`src/rtl/uart_rx_cfg.sv`:
```
// Configurable UART receiver: 2-flop synchroniser, mid-bit sampling,
// optional odd/even parity, 1 or 2 checked stop bits, one-cycle done pulse.
module uart_rx_cfg #(
  parameter int unsigned CLKS_PER_BIT = 434,
  parameter int unsigned DATA_BITS    = 8,
  parameter int unsigned PARITY       = 0,
  parameter int unsigned STOP_BITS    = 1
) (
  input  logic                 clk,
  input  logic                 rst_n,
  input  logic                 rx,
  output logic [DATA_BITS-1:0] rx_data,
  output logic                 done,
  output logic                 parity_err,
  output logic                 frame_err,
  output logic                 busy,
  output logic [2:0]           rx_state
);

  localparam int unsigned CNT_W = $clog2(CLKS_PER_BIT);
  localparam int unsigned IDX_W = $clog2(DATA_BITS);
  localparam logic [CNT_W-1:0] CNT_LAST = CNT_W'(CLKS_PER_BIT - 1);
  localparam logic [CNT_W-1:0] CNT_HALF = CNT_W'(CLKS_PER_BIT / 2 - 1);
  localparam logic [IDX_W-1:0] IDX_LAST = IDX_W'(DATA_BITS - 1);
  localparam logic             STOP_LAST = 1'(STOP_BITS - 1);

  typedef enum logic [2:0] {
    S_IDLE    = 3'd0,
    S_START   = 3'd1,
    S_DATA    = 3'd2,
    S_PARITY  = 3'd3,
    S_STOP    = 3'd4,
    S_CLEANUP = 3'd5
  } state_t;

  state_t               r_state;
  logic                 r_sync1;
  logic                 r_sync2;
  logic                 r_rx_prev;
  logic                 r_fall_pend;
  logic [CNT_W-1:0]     r_cnt;
  logic [IDX_W-1:0]     r_bit_idx;
  logic                 r_stop_idx;
  logic [DATA_BITS-1:0] r_shift;
  logic [DATA_BITS-1:0] r_rx_data;
  logic                 r_done;
  logic                 r_parity_err;
  logic                 r_frame_err;
  logic                 r_busy;

  state_t               w_state_nxt;
  logic                 w_rx;
  logic                 w_fall;
  logic                 w_par;
  logic                 w_fall_pend_nxt;
  logic [CNT_W-1:0]     w_cnt_nxt;
  logic [IDX_W-1:0]     w_bit_idx_nxt;
  logic                 w_stop_idx_nxt;
  logic [DATA_BITS-1:0] w_shift_nxt;
  logic [DATA_BITS-1:0] w_rx_data_nxt;
  logic                 w_done_nxt;
  logic                 w_parity_err_nxt;
  logic                 w_frame_err_nxt;

  assign w_rx   = r_sync2;
  assign w_fall = r_rx_prev & ~r_sync2;

  assign rx_data    = r_rx_data;
  assign done       = r_done;
  assign parity_err = r_parity_err;
  assign frame_err  = r_frame_err;
  assign busy       = r_busy;
  assign rx_state   = r_state;

  // Next-state and datapath decode
  always_comb begin
    w_state_nxt      = r_state;
    w_cnt_nxt        = r_cnt;
    w_bit_idx_nxt    = r_bit_idx;
    w_stop_idx_nxt   = r_stop_idx;
    w_shift_nxt      = r_shift;
    w_rx_data_nxt    = r_rx_data;
    w_done_nxt       = 1'b0;
    w_parity_err_nxt = r_parity_err;
    w_frame_err_nxt  = r_frame_err;
    w_fall_pend_nxt  = 1'b0;
    w_par            = 1'b0;
    case (r_state)
      S_IDLE: begin
        w_cnt_nxt      = '0;
        w_bit_idx_nxt  = '0;
        w_stop_idx_nxt = 1'b0;
        if (w_fall || r_fall_pend) begin
          w_state_nxt      = S_START;
          w_parity_err_nxt = 1'b0;
          w_frame_err_nxt  = 1'b0;
        end
      end
      S_START: begin
        if (r_cnt == CNT_HALF) begin
          w_cnt_nxt   = '0;
          w_state_nxt = w_rx ? S_IDLE : S_DATA;
        end else begin
          w_cnt_nxt = r_cnt + CNT_W'(1);
        end
      end
      S_DATA: begin
        if (r_cnt == CNT_LAST) begin
          w_cnt_nxt              = '0;
          w_shift_nxt[r_bit_idx] = w_rx;
          if (r_bit_idx == IDX_LAST) begin
            w_bit_idx_nxt = '0;
            w_state_nxt   = (PARITY != 0) ? S_PARITY : S_STOP;
          end else begin
            w_bit_idx_nxt = r_bit_idx + IDX_W'(1);
          end
        end else begin
          w_cnt_nxt = r_cnt + CNT_W'(1);
        end
      end
      S_PARITY: begin
        if (r_cnt == CNT_LAST) begin
          w_cnt_nxt        = '0;
          w_par            = (^r_shift) ^ w_rx;
          w_parity_err_nxt = (PARITY == 1) ? ~w_par : w_par;
          w_state_nxt      = S_STOP;
        end else begin
          w_cnt_nxt = r_cnt + CNT_W'(1);
        end
      end
      S_STOP: begin
        if (r_cnt == CNT_LAST) begin
          w_cnt_nxt = '0;
          if (!w_rx) w_frame_err_nxt = 1'b1;
          if (r_stop_idx == STOP_LAST) begin
            w_stop_idx_nxt = 1'b0;
            w_state_nxt    = S_CLEANUP;
            w_rx_data_nxt  = r_shift;
            w_done_nxt     = 1'b1;
          end else begin
            w_stop_idx_nxt = 1'b1;
          end
        end else begin
          w_cnt_nxt = r_cnt + CNT_W'(1);
        end
      end
      S_CLEANUP: begin
        // Remember an edge seen here so IDLE can still start on it
        w_fall_pend_nxt = w_fall;
        w_state_nxt     = S_IDLE;
      end
      default: begin
        w_state_nxt = S_IDLE;
      end
    endcase
  end

  // State, synchroniser and output registers
  always_ff @(posedge clk) begin
    if (!rst_n) begin
      r_state      <= S_IDLE;
      r_sync1      <= 1'b1;
      r_sync2      <= 1'b1;
      r_rx_prev    <= 1'b1;
      r_fall_pend  <= 1'b0;
      r_cnt        <= '0;
      r_bit_idx    <= '0;
      r_stop_idx   <= 1'b0;
      r_shift      <= '0;
      r_rx_data    <= '0;
      r_done       <= 1'b0;
      r_parity_err <= 1'b0;
      r_frame_err  <= 1'b0;
      r_busy       <= 1'b0;
    end else begin
      r_state      <= w_state_nxt;
      r_sync1      <= rx;
      r_sync2      <= r_sync1;
      r_rx_prev    <= r_sync2;
      r_fall_pend  <= w_fall_pend_nxt;
      r_cnt        <= w_cnt_nxt;
      r_bit_idx    <= w_bit_idx_nxt;
      r_stop_idx   <= w_stop_idx_nxt;
      r_shift      <= w_shift_nxt;
      r_rx_data    <= w_rx_data_nxt;
      r_done       <= w_done_nxt;
      r_parity_err <= w_parity_err_nxt;
      r_frame_err  <= w_frame_err_nxt;
      r_busy       <= (w_state_nxt != S_IDLE);
    end
  end

endmodule

```
`config.mk`:
```
export PLATFORM = sky130hd
export DESIGN_NAME = uart_rx_cfg
export DESIGN_NICKNAME = d
export VERILOG_FILES = /design/src/rtl/uart_rx_cfg.sv
export SDC_FILE = /design/constraint.sdc
export NUM_CORES = 1
export LEC_CHECK = 0
export ABC_AREA = 1
export ABC_CLOCK_PERIOD_IN_PS = 4200
export CAP_MARGIN = 20
export CORE_ASPECT_RATIO = 0.9
export CORE_MARGIN = 10
export CORE_UTILIZATION = 33
export DETAILED_ROUTE_END_ITERATION = 10
export GPL_TIMING_DRIVEN = 0
export PLACE_DENSITY = 0.53
export SKIP_LAST_GASP = 1
export SLEW_MARGIN = 20
export SYNTH_ARGS = -nofsm -noshare
export SYNTH_HDL_FRONTEND = slang
export SYNTH_SLANG_ARGS = --single-unit
export TNS_END_PERCENT = 50
```
`constraint.sdc`:
```
create_clock -name clk -period 4.2 [get_ports clk]
set_clock_uncertainty 0.2 [all_clocks]
set_input_delay 0.84 -clock clk [delete_from_list [all_inputs] [get_ports clk]]
set_output_delay 0.84 -clock clk [all_outputs]
set_load 0.01 [all_outputs]
```
==> impl_metrics.json <==
{
  "clkPwrFrac_pct": 43.3,
  "critPathKind": "reg2out",
  "vias": 1750,
  "setup_tns_ns": 0,
  "viasPerCell": 4.68,
  "startpoint_type": "flip-flop",
  "grtUsageMet2_pct": 13.6,
  "intPower_mw": 0.569,
  "syn_nets": 288,
  "busiest_layer": "met2",
  "swShare_pct": 22.3,
  "die_y_um": 93.3,
  "status": "finished clean",
  "slowest_delay_ns": 0.61,
  "grt_usage_pct": 9.87,
  "pwr-share-comb_pct": 4.1,
  "routed_wirelength_mm": 4.38,
  "synth_ff_type": "dfxtp_1",
  "cts-hold-fix-buffers": 0,
  "yosys.cell_types.count": 33,
  "grt_pass1_vias": 1574,
  "pre_cts_ws_ns": 1.97,
  "yosys_register_bits": 40,
  "io_buffers": 16,
  "arrival_ns": 1.41,
  "diodes": 0,
  "cts_resized": 0,
  "final_util_pct": 40.6,
  "critical_path.top_delay_family": "buffers and inverters",
  "yosys.area_share.simple_pct": 34.0,
  "cts_tree": "yes",
  "postRouteAntennaNets": 0,
  "clock_path_buffers": 2,
  "core_um2": 5730,
  "cts_buffers": 5,
  "yosys_warnings": 0,
  "dp_hpwl_mm": 3.26,
  "post-route-period-util_pct": 58.4,
  "rows": 26,
  "setup_ws_ns": 1.75,
  "min-delay-path-class": "reg2reg",
  "fp.dieArea_um2": 9460,
  "die_w_um": 101,
  "drt_iter0_markers": 87,
  "timing.fmax_ghz": 0.408,
  "hold_viol": 0,
  "drive_gt1_share_pct": 9.54,
  "h-tree-depth": 2,
  "pin_count": 18,
  "yosysSeqAreaShare_pct": 40.7,
  "start_util_pct": 34.4,
  "slew_headroom_pct": 66.6,
  "critPathMaxFanout": 8,
  "async_flop_share_pct": 0,
  "powerDensity_nw_per_um2": 315,
  "power_leakage_nw": 1.04,
  "grt_overflow": 0,
  "synth_top_family_by_area": "simple AND/OR/NAND/NOR gates",
  "cts_root_buf": "clkbuf_8",
  "maxCapViolCount": 0,
  "synth-edff-count": 0,
  "grt_setup_unrepaired": "no",
  "synth_cells": 280,
  "worstSkewPairLatency_ns": 0.30,
  "worst_pin_slew_ns": 0.501,
  "drc_errors": 0,
  "met1_usage_pct": 13.3,
  "muxShareOfSynthArea_pct": 0,
  "grt_max_degree": 13,
  "ir_worst_vdd_mv": 0.177,
  "synth-compound-area-share_pct": 11.6,
  "area_delta_synth_final_pct": 18.1,
  "syn_area_um2": 1970,
  "endpoint_kind": "output pin",
  "yosys.area_share.adder_pct": 3.18,
  "mostFrequentLayoutCell": "nand2_1",
  "postCtsSetupBuffers": 0,
  "fin_nets": 311,
  "synth-xor-area-share_pct": 0.890,
  "p_sw_mw": 0.163,
  "cp_slowest_cell": "clkdlybuf4s50_1",
  "cp_cell_sequence": "clkdlybuf4s50_1",
  "avgSynthCellArea_um2": 7.03,
  "period_minus_slack_ns": 2.45,
  "layout_common_cells": "nand2_1 (74), dfxtp_1 (40), inv_1 (39)",
  "antenna_found_initial": 0,
  "setup_violations": 0,
  "place_area_um2": 2220,
  "grt_first_pass_wirelength_mm": 7.54,
  "worstPathRequired_ns": 3.16,
  "seqPwrFrac_pct": 52.6,
  "wire_per_inst_um": 11.7,
  "final_area_um2": 2320,
  "crit_buf_inv": 1,
  "cts_num_sinks": 40,
  "clkTransAtPathRegs_ns": 0.08,
  "maxSlewViolCount": 0,
  "use_met3_pct": 4.27,
  "gp_congestion": 0.815,
  "firstDrtPassIters": 4
}
==> power by group through the flow <==
stage / Combinational (mW) / Clock, mW / Sequential [mW]
final: 0.0297 / 0.317 / 0.385
after global routing: 0.0344 / 0.344 / 0.386
after CTS: 0.0301 / 0.326 / 0.385
after detailed placement: 0.0299 / 0 / 0.394
after global placement: 0.0299 / 0 / 0.394
after floorplan: 0.0199 / 0 / 0.394
==> kinds of logic after synthesis <==
| logic type | count (synthesis) |
|---|---|
| fa+ha+maj | 5 |
| buf+inv | 47 |
| compound gates | 41 |
| flops | 40 |
| simple gates | 145 |
| xor+xnor | 2 |
==> per-layer routing <==
metal	vias up	share of wire, %
li1	932	-
met1	776	53
met2	35	38
met3	7	7.4
met4	0	1.5
met5	-	0
==> registers in the layout (all words and copies together), names as in the netlist, 3 cells and up <==
name / count
r_cnt: 9
r_shift: 8
rx_data: 8
r_bit_idx: 3
rx_state: 3
==> cells in the mapped netlist (3+ instances only) <==
cell / instances / area [µm²]
nand2_1: 74 / 278
ha_1: 5 / 62.6
nand4_1: 3 / 18.8
o21ai_1: 4 / 20.0
o21ai_0: 13 / 65.1
nor2_1: 34 / 128
nor3_1: 8 / 40.0
a21oi_1: 17 / 85.1
inv_1: 39 / 146
o21ai_2: 3 / 26.3
nand3_1: 11 / 55.1
clkbuf_1: 3 / 11.3
dfxtp_1: 40 / 801
==> cell type report <==
cell class	count	area, µm²
Multi-Input combinational cell	193	978
Buffer	6	35.0
Clock inverter	2	35.0
Tap cell	70	87.6
Inverter	41	154
Sequential cell	40	801
Clock buffer	6	72.6
Fill cell	595	3400
Timing Repair Buffer	16	160
==> final timing paths <==
check | from | to | slack, ns | cells after the start
worst min register to register | r_sync1 | r_sync2 | 0.22 | 1
worst max register to register | r_cnt[0] | rx_data[6] | 2.30 | 8
worst min-delay path | r_sync1 | r_sync2 | 0.22 | 1
worst max-delay path | rx_state[1] | rx_state[1] | 1.75 | 1
==> stage by stage <==
step / hold slack [ns] / total power [mW] / std cells
floorplan: 0.193 / 0.414 / 280
global placement: 0.194 / 0.424 / 366
detailed placement: 0.201 / 0.424 / 366
CTS: 0.219 / 0.742 / 374
global route: 0.241 / 0.765 / 374
finish: 0.215 / 0.732 / 374
Note: power is estimated with default switching activity, not from simulation.
